===== config.mk =====
export PLATFORM = sky130hd
export DESIGN_NAME = patp_ctrl
export DESIGN_NICKNAME = d
export VERILOG_FILES = /design/src/rtl/patp_ctrl.sv
export SDC_FILE = /design/constraint.sdc
export NUM_CORES = 1
export LEC_CHECK = 0
export CORE_MARGIN = 2
export CORE_UTILIZATION = 47
export DETAILED_ROUTE_END_ITERATION = 16
export PLACE_DENSITY = 0.75
export RECOVER_POWER = 25
export SLEW_MARGIN = 15
export SYNTH_ARGS = -nofsm -noshare
export SYNTH_HDL_FRONTEND = slang
export SYNTH_SLANG_ARGS = --single-unit

===== constraint.sdc =====
create_clock -name clk -period 2 [get_ports clk]
set_input_delay 0.4 -clock clk [delete_from_list [all_inputs] [get_ports clk]]
set_output_delay 0.4 -clock clk [all_outputs]
set_load 0.01 [all_outputs]

===== src/rtl/patp_ctrl.sv =====
// patp_ctrl: fetch/decode/execute sequencer for the PATP accumulator core,
// with a memory handshake, request timeout and halt at instruction boundaries.
module patp_ctrl #(
   parameter int TIMEOUT = 15
) (
   input  logic       clk,
   input  logic       rst,
   input  logic       start,
   input  logic       halt_req,
   input  logic [2:0] opcode,
   input  logic       acc_zero,
   input  logic       mem_ack,
   output logic       mem_req,
   output logic       mem_we,
   output logic       addr_sel,
   output logic       ir_load,
   output logic       pc_load,
   output logic       pc_sel,
   output logic       acc_load,
   output logic [2:0] alu_op,
   output logic       halted,
   output logic       fault
);
   typedef enum logic [2:0] {IDLE, FETCH, DECODE, EXEC, FAULT} state_t;
   state_t st, nxt;
   logic [7:0] cnt;
   logic mem_op, last;
   assign mem_op = opcode inside {3'b010, 3'b110, 3'b111};
   assign last = cnt == 8'(TIMEOUT - 1);
   always_comb begin
      nxt = st;
      mem_req = 1'b0;
      mem_we = 1'b0;
      addr_sel = 1'b0;
      ir_load = 1'b0;
      pc_load = 1'b0;
      pc_sel = 1'b0;
      acc_load = 1'b0;
      alu_op = 3'b000;
      halted = 1'b0;
      fault = 1'b0;
      case (st)
         IDLE: begin
            halted = 1'b1;
            if (start) nxt = FETCH;
         end
         FETCH: begin
            mem_req = 1'b1;
            ir_load = mem_ack;
            nxt = mem_ack ? DECODE : last ? FAULT : FETCH;
         end
         DECODE: nxt = EXEC;
         EXEC:
            if (mem_op) begin
               mem_req = 1'b1;
               addr_sel = 1'b1;
               mem_we = opcode == 3'b110;
               pc_load = mem_ack;
               acc_load = mem_ack && opcode != 3'b110;
               alu_op = !acc_load ? 3'b000 : opcode == 3'b010 ? 3'b011 : 3'b100;
               if (!mem_ack && last) nxt = FAULT;
            end else begin
               pc_load = 1'b1;
               pc_sel = opcode == 3'b100 || (opcode == 3'b101 && !acc_zero);
               acc_load = opcode inside {3'b000, 3'b001, 3'b011};
               alu_op = opcode == 3'b001 ? 3'b001 : opcode == 3'b011 ? 3'b010 : 3'b000;
            end
         FAULT: fault = 1'b1;
         default: nxt = IDLE;
      endcase
      // the retiring cycle decides between the next fetch and a halt
      if (pc_load) nxt = halt_req ? IDLE : FETCH;
   end
   always_ff @(posedge clk or posedge rst)
      if (rst) begin
         st <= IDLE;
         cnt <= '0;
      end else begin
         st <= nxt;
         cnt <= (nxt != st || (mem_req && mem_ack)) ? '0 : mem_req ? cnt + 8'd1 : cnt;
      end
endmodule

==> results of run 1 <==
## worst paths after layout
path	endpoint	slack (ps)	cells past startpoint
setup / recovery	mem_req	50	6
hold / removal	st[1]	540	2
setup reg to reg	cnt[2]	420	5
hold reg to reg	cnt[7]	560	2
max in group asynchronous	cnt[5]	1170	2
min in group clk	cnt[7]	560	2
## state kept, by name (all words and copies together), names as in the netlist
| register | cells |
|---|---|
| st | 3 |
| cnt | 8 |
## worst max-delay path, cell delays in order
cell             delay, ps
clkdlybuf4s50_1        420
nand2b_4               150
buf_4                  140
a21boi_4               160
nor2_2                  50
clkdlybuf4s15_1        220
## cell usage in the layout, fill, tap and decap left out, types with 2 or more instances in the layout
cell type / count
nor2_1: 19
buf_4: 17
dfrtp_1: 11
nand2_1: 8
nor3_1: 8
xnor2_1: 7
dlygate4sd2_1: 7
clkdlybuf4s50_1: 5
nand4_1: 4
clkbuf_2: 4
a211oi_2: 3
a21oi_1: 3
inv_1: 3
clkbuf_4: 3
nand2b_4: 2
nor3b_1: 2
mux2i_1: 2
nand3_1: 2
ha_1: 2
buf_2: 2
## routing by layer
layer	vias up	share of wire, %
met5	-	0
met4	0	1.2
met3	5	4.9
met2	30	51
met1	388	43
li1	433	-
## cells by family (layout without fill, tap and decap cells)
group | after synthesis | in the layout | share of synthesized area (%)
muxes | 2 | 2 | 2.17
adders and majority gates | 2 | 2 | 2.71
DFF | 11 | 11 | 29.8
buffers and inverters | 10 | 45 | 7.85
and+or+nand+nor | 56 | 56 | 35.2
AOI/OAI and AO/OA | 15 | 15 | 15.7
xor gates and xnor gates | 7 | 7 | 6.63
## final cells by class
cell class / instances / area (um2)
Timing Repair Buffer: 37 / 289
Sequential cell: 11 / 275
Multi-Input combinational cell: 82 / 582
Fill cell: 163 / 679
Clock buffer: 3 / 22.5
Inverter: 4 / 15.0
Clock inverter: 1 / 5.00
Tap cell: 27 / 33.8
## report_power, final
group	total [mW]	leakage [nW]	internal [mW]	switching, mW
clock	0.159	0.0177	0.0743	0.0844
combinational	0.684	0.382	0.310	0.374
sequential	0.301	0.149	0.260	0.0410
## per-stage QoR
step                TNS (ps)  worst slack [ps]  std cells
floorplan                  0              90.2        103
global placement       -2790              -389        161
detailed placement     -2960              -398        161
CTS                    -42.1             -42.1        165
global route               0              2.06        165
finish                     0              51.7        165
## repair_timing
action,in CTS,in global routing
pin swaps,0,1
resized for setup,21,10
setup endpoints to repair,12,6
hold endpoints to repair,0,0
==> results.sh, run 1 <==
export IMPL_worstSetupPathType="primary input to primary output"
export IMPL_end_kind="primary output"
export IMPL_synth_commonest_cells="nor2_1, dfrtp_1, nand2_1, nor3_1, xnor2_1"
export IMPL_num_rows=16
export IMPL_hpwl_mm=1.61
export IMPL_drt_iter0_markers=14
export IMPL_fmax_mhz=513
export IMPL_numPortBuffers=20
export IMPL_clk_path_buf_depth=2
export IMPL_final_nets=150
export IMPL_cts_hold_buf=0
export IMPL_post_cts_buffers=0
export IMPL_die_x_um=48.4
export IMPL_insertion_delay_ps=280
export IMPL_area_delta_synth_final_pct=32.2
export IMPL_worstSetupStartpoint="opcode[2]"
export IMPL_min_path_type="primary input to async pin"
export IMPL_grt_pass1_wl_mm=3.41
export IMPL_overflow=0
export IMPL_grt_pass1_vias=839
export IMPL_drive_gt1_share_pct=32.6
export IMPL_worstPathMaxFanout=2
export IMPL_max_slew_margin_pct=72.3
export IMPL_synth_distinct_cells=39
export IMPL_fin_util_pct=64.3
export IMPL_initial_core_util_pct=48.6
export IMPL_drc=0
export IMPL_syn_area_um2=925
export IMPL_grt_use_met3_pct=1.85
export IMPL_dpl_cell_area_um2=1230
export IMPL_fp_coreArea_um2=1900
export IMPL_drv_cap=0
export IMPL_use_met1_pct=20.9
export IMPL_syn_nets=114
export IMPL_gr_usage_met2_pct=33.1
export IMPL_cts_htree_levels=1
export IMPL_via_count=856
export IMPL_synth_area_per_cell_um2=8.98
export IMPL_worst_r2r_startpoint="cnt[4]"
export IMPL_hold_viol_final=0
export IMPL_fin_area_um2=1220
export IMPL_total_leakage_power_nw=0.549
export IMPL_synth_area_leaders="dfrtp_1, nor2_1, xnor2_1"
export IMPL_synth_main_ff_cell="dfrtp_1"
export IMPL_synth_top_area_share_pct=29.8
export IMPL_die_area_um2=2340
export IMPL_synthCells=103
export IMPL_arrival_ps=1550
export IMPL_cts_buffers=3
export IMPL_synth_edff_count=0
export IMPL_fin_crit_sh_pct=97.4
export IMPL_wirelength_mm=2.00
export IMPL_grt_most_used_layer="met2"
export IMPL_firstDrtPassIters=4
export IMPL_peakVddDrop_v=0.000514
export IMPL_cts_sinks=11
export IMPL_yosysTopAreaCell="dfrtp_1"
export IMPL_synth_seq_cells=11
export IMPL_rsz0062_at_grt="no"
export IMPL_globalplace_congestion=0.827
export IMPL_cts_root_buf="clkbuf_4"
export IMPL_grt_total_usage_pct=18.0
export IMPL_tritoncts="yes"
export IMPL_antenna_found_initial=0
export IMPL_start_kind="primary input"
export IMPL_grt_max_degree=16
export IMPL_clkTransAtPathRegs_ps=80
export IMPL_fin_worst_skew_ps=3.05
export IMPL_die_h_um=48.4
export IMPL_hold_slack_ps=541
export IMPL_synthArstFlopShare_pct=100
export IMPL_io_pins=21
export IMPL_p_per_area_nw_per_um2=935
export IMPL_status="finished, final reports clean"
export IMPL_yosysWarnings=0
export IMPL_synth_most_common_cell="nor2_1"
export IMPL_viasPerCell=5.19
export IMPL_drv_slew=0
export IMPL_ys_seq_area_share_pct=29.8
export IMPL_ant_nets=0
export IMPL_tightest_slew_ps=416
export IMPL_power_mw=1.14
export IMPL_cp_required_ps=1600
export IMPL_diodes=0
export IMPL_wl_per_cell_um=12.1
export IMPL_finalSetupViolCount=0
export IMPL_fin_crit_ps=1950
No activity file was read; power rests on OpenSTA's default activity.
==> run 2: changes to the inputs <==
Settings changed: CORE_UTILIZATION 47 to 37, PLACE_DENSITY 0.75 to not set.
==> results.sh, run 2 (synthesis results as in run 1) <==
export IMPL_p_per_area_nw_per_um2=935
export IMPL_worstPathMaxFanout=3
export IMPL_power_frac_seq_pct=26.5
export IMPL_wl_per_cell_um=12.6
export IMPL_fin_crit_sh_pct=95.9
export IMPL_cp_required_ps=1600
export IMPL_post_place_ws_ps=-386
export IMPL_hold_viol_final=0
export IMPL_diodes=0
export IMPL_hpwl_mm=1.62
export IMPL_layout_setup_ws_ps=81.7
export IMPL_finalSetupViolCount=0
export IMPL_ant_nets=0
export IMPL_antenna_found_initial=0
export IMPL_num_rows=18
export IMPL_clk_path_buf_depth=2
export IMPL_grt_max_degree=16
export IMPL_via_count=854
export IMPL_reg2reg_depth=5
export IMPL_final_cell_mix="nor2_1, buf_4, dfrtp_1"
export IMPL_slowest_stage="clkdlybuf4s50_1"
export IMPL_final_common_cell="nor2_1"
export IMPL_die_x_um=54.0
export IMPL_globalplace_congestion=0.744
export IMPL_post_cts_buffers=0
export IMPL_seq_area_um2=275
export IMPL_wirelength_mm=2.09
export IMPL_tritoncts="yes"
export IMPL_worstPathCellList="clkdlybuf4s50_1 > inv_2 > buf_4 > nor3_1 > dlygate4sd2_1"
export IMPL_placedCellCount=162
export IMPL_n_fill_cell=247
export IMPL_crit_buf_inv=4
export IMPL_worstSetupPathType="primary input to primary output"
export IMPL_fin_worst_skew_ps=1.82
export IMPL_drc=0
export IMPL_critPathMaxStageDelay_ps=490
export IMPL_max_slew_margin_pct=71.3
export IMPL_power_frac_comb_pct=59.9
export IMPL_min_path_type="primary input to async pin"
export IMPL_multiInputGateArea_um2=583
export IMPL_p_sw_share_pct=43.2
export IMPL_insertion_delay_ps=270
export IMPL_cts_buffers=3
export IMPL_grt_pass1_vias=876
export IMPL_die_h_um=54.0
export IMPL_cts_sinks=11
export IMPL_crit_family="buffers and inverters"
export IMPL_viasPerCell=5.14
export IMPL_cts_root_buf="clkbuf_4"
export IMPL_die_area_um2=2910
export IMPL_largest_register_ffs=8
export IMPL_peakVddDrop_v=0.000451
export IMPL_drv_cap=0
export IMPL_start_kind="primary input"
export IMPL_grt_pass1_wl_mm=3.57
export IMPL_drt_iter0_markers=6
export IMPL_internal_power_mw=0.645
export IMPL_total_leakage_power_nw=0.533
export IMPL_end_kind="primary output"
export IMPL_clkTransAtPathRegs_ps=70
export IMPL_tightest_slew_ps=429
export IMPL_top_regs="cnt x8, st x3"
export IMPL_fp_coreArea_um2=2430
export IMPL_fin_crit_ps=1920
export IMPL_cp_num_cells=5
export IMPL_cts_htree_levels=1
export IMPL_numPortBuffers=20
export IMPL_io_pins=21
export IMPL_largest_register="cnt"
export IMPL_switchingPower_mw=0.491
export IMPL_grt_total_usage_pct=16.9
export IMPL_p_clk_share_pct=13.6
export IMPL_rsz0062_at_grt="no"
export IMPL_firstDrtPassIters=4
export IMPL_drive_gt1_share_pct=30.1
export IMPL_final_cell_count_no_fill=166
export IMPL_drv_slew=0
export IMPL_area_delta_synth_final_pct=31.4
export IMPL_overflow=0
export IMPL_arrival_ps=1520
export IMPL_initial_core_util_pct=38.0
export IMPL_fmax_mhz=521
export IMPL_final_nets=148
export IMPL_status="finished, final reports clean"
export IMPL_cts_hold_buf=0
==> run 2: worst paths after layout <==
path                            endpoint  slack [ps]     from
min in group clk                  cnt[7]         560   cnt[7]
max in group asynchronous          st[0]        1150      rst
worst max register to register    cnt[0]         380   cnt[4]
worst min register to register    cnt[7]         560   cnt[7]
worst min-delay path              cnt[4]         550      rst
worst max-delay path             ir_load          80  mem_ack
==> run 2: worst register-to-register path: stages (launching register included) <==
cell      delay, ps
dfrtp_1         440
nor4_1          330
and3_4          290
a211oi_2         70
o22ai_4         280
nor2_1          100
==> run 2: stage by stage <==
stage | TNS, ps | cell area, um2 | utilization (%) | hold WS (ps) | power [mW]
after global placement | -2830 | 1220 | 50.1 | 532 | 1.02
after floorplan | 0 | 925 | - | 252 | 0.779
after global routing | 0 | 1210 | 49.9 | 583 | 1.24
after CTS | -20.8 | 1230 | 50.5 | 439 | 1.15
after detailed placement | -3180 | 1220 | 50.1 | 546 | 1.03
final | 0 | 1210 | 49.9 | 554 | 1.14
==> run 2: timing repair <==
item | 4_1_cts | 5_1_grt
setup endpoints to repair | 12 | 6
endpoints found under the hold margin | 0 | 0
resized for setup | 19 | 12
==> run 2: area by class of cell <==
class                           instances  share of cell area (%)
Multi-Input combinational cell         82                    48.0
Inverter                                4                    1.24
Tap cell                               30                    3.09
Clock buffer                            4                    2.16
Sequential cell                        11                    22.7
Timing Repair Buffer                   35                    22.9
==> run 2: power groups by stage <==
stage / sequential, mW / clock, mW / combinational, mW
after global placement: 0.304 / 0 / 0.718
after detailed placement: 0.306 / 0 / 0.721
final: 0.302 / 0.154 / 0.680
after floorplan: 0.314 / 0 / 0.465
after global routing: 0.313 / 0.177 / 0.753
after CTS: 0.303 / 0.158 / 0.687
==> run 2: metal layers <==
layer | track usage, % | wire [um]
met3 | 3.89 | 98
met5 | 0 | 0
met1 | 17.6 | 928
met2 | 31.9 | 1020
met4 | 7.50 | 48
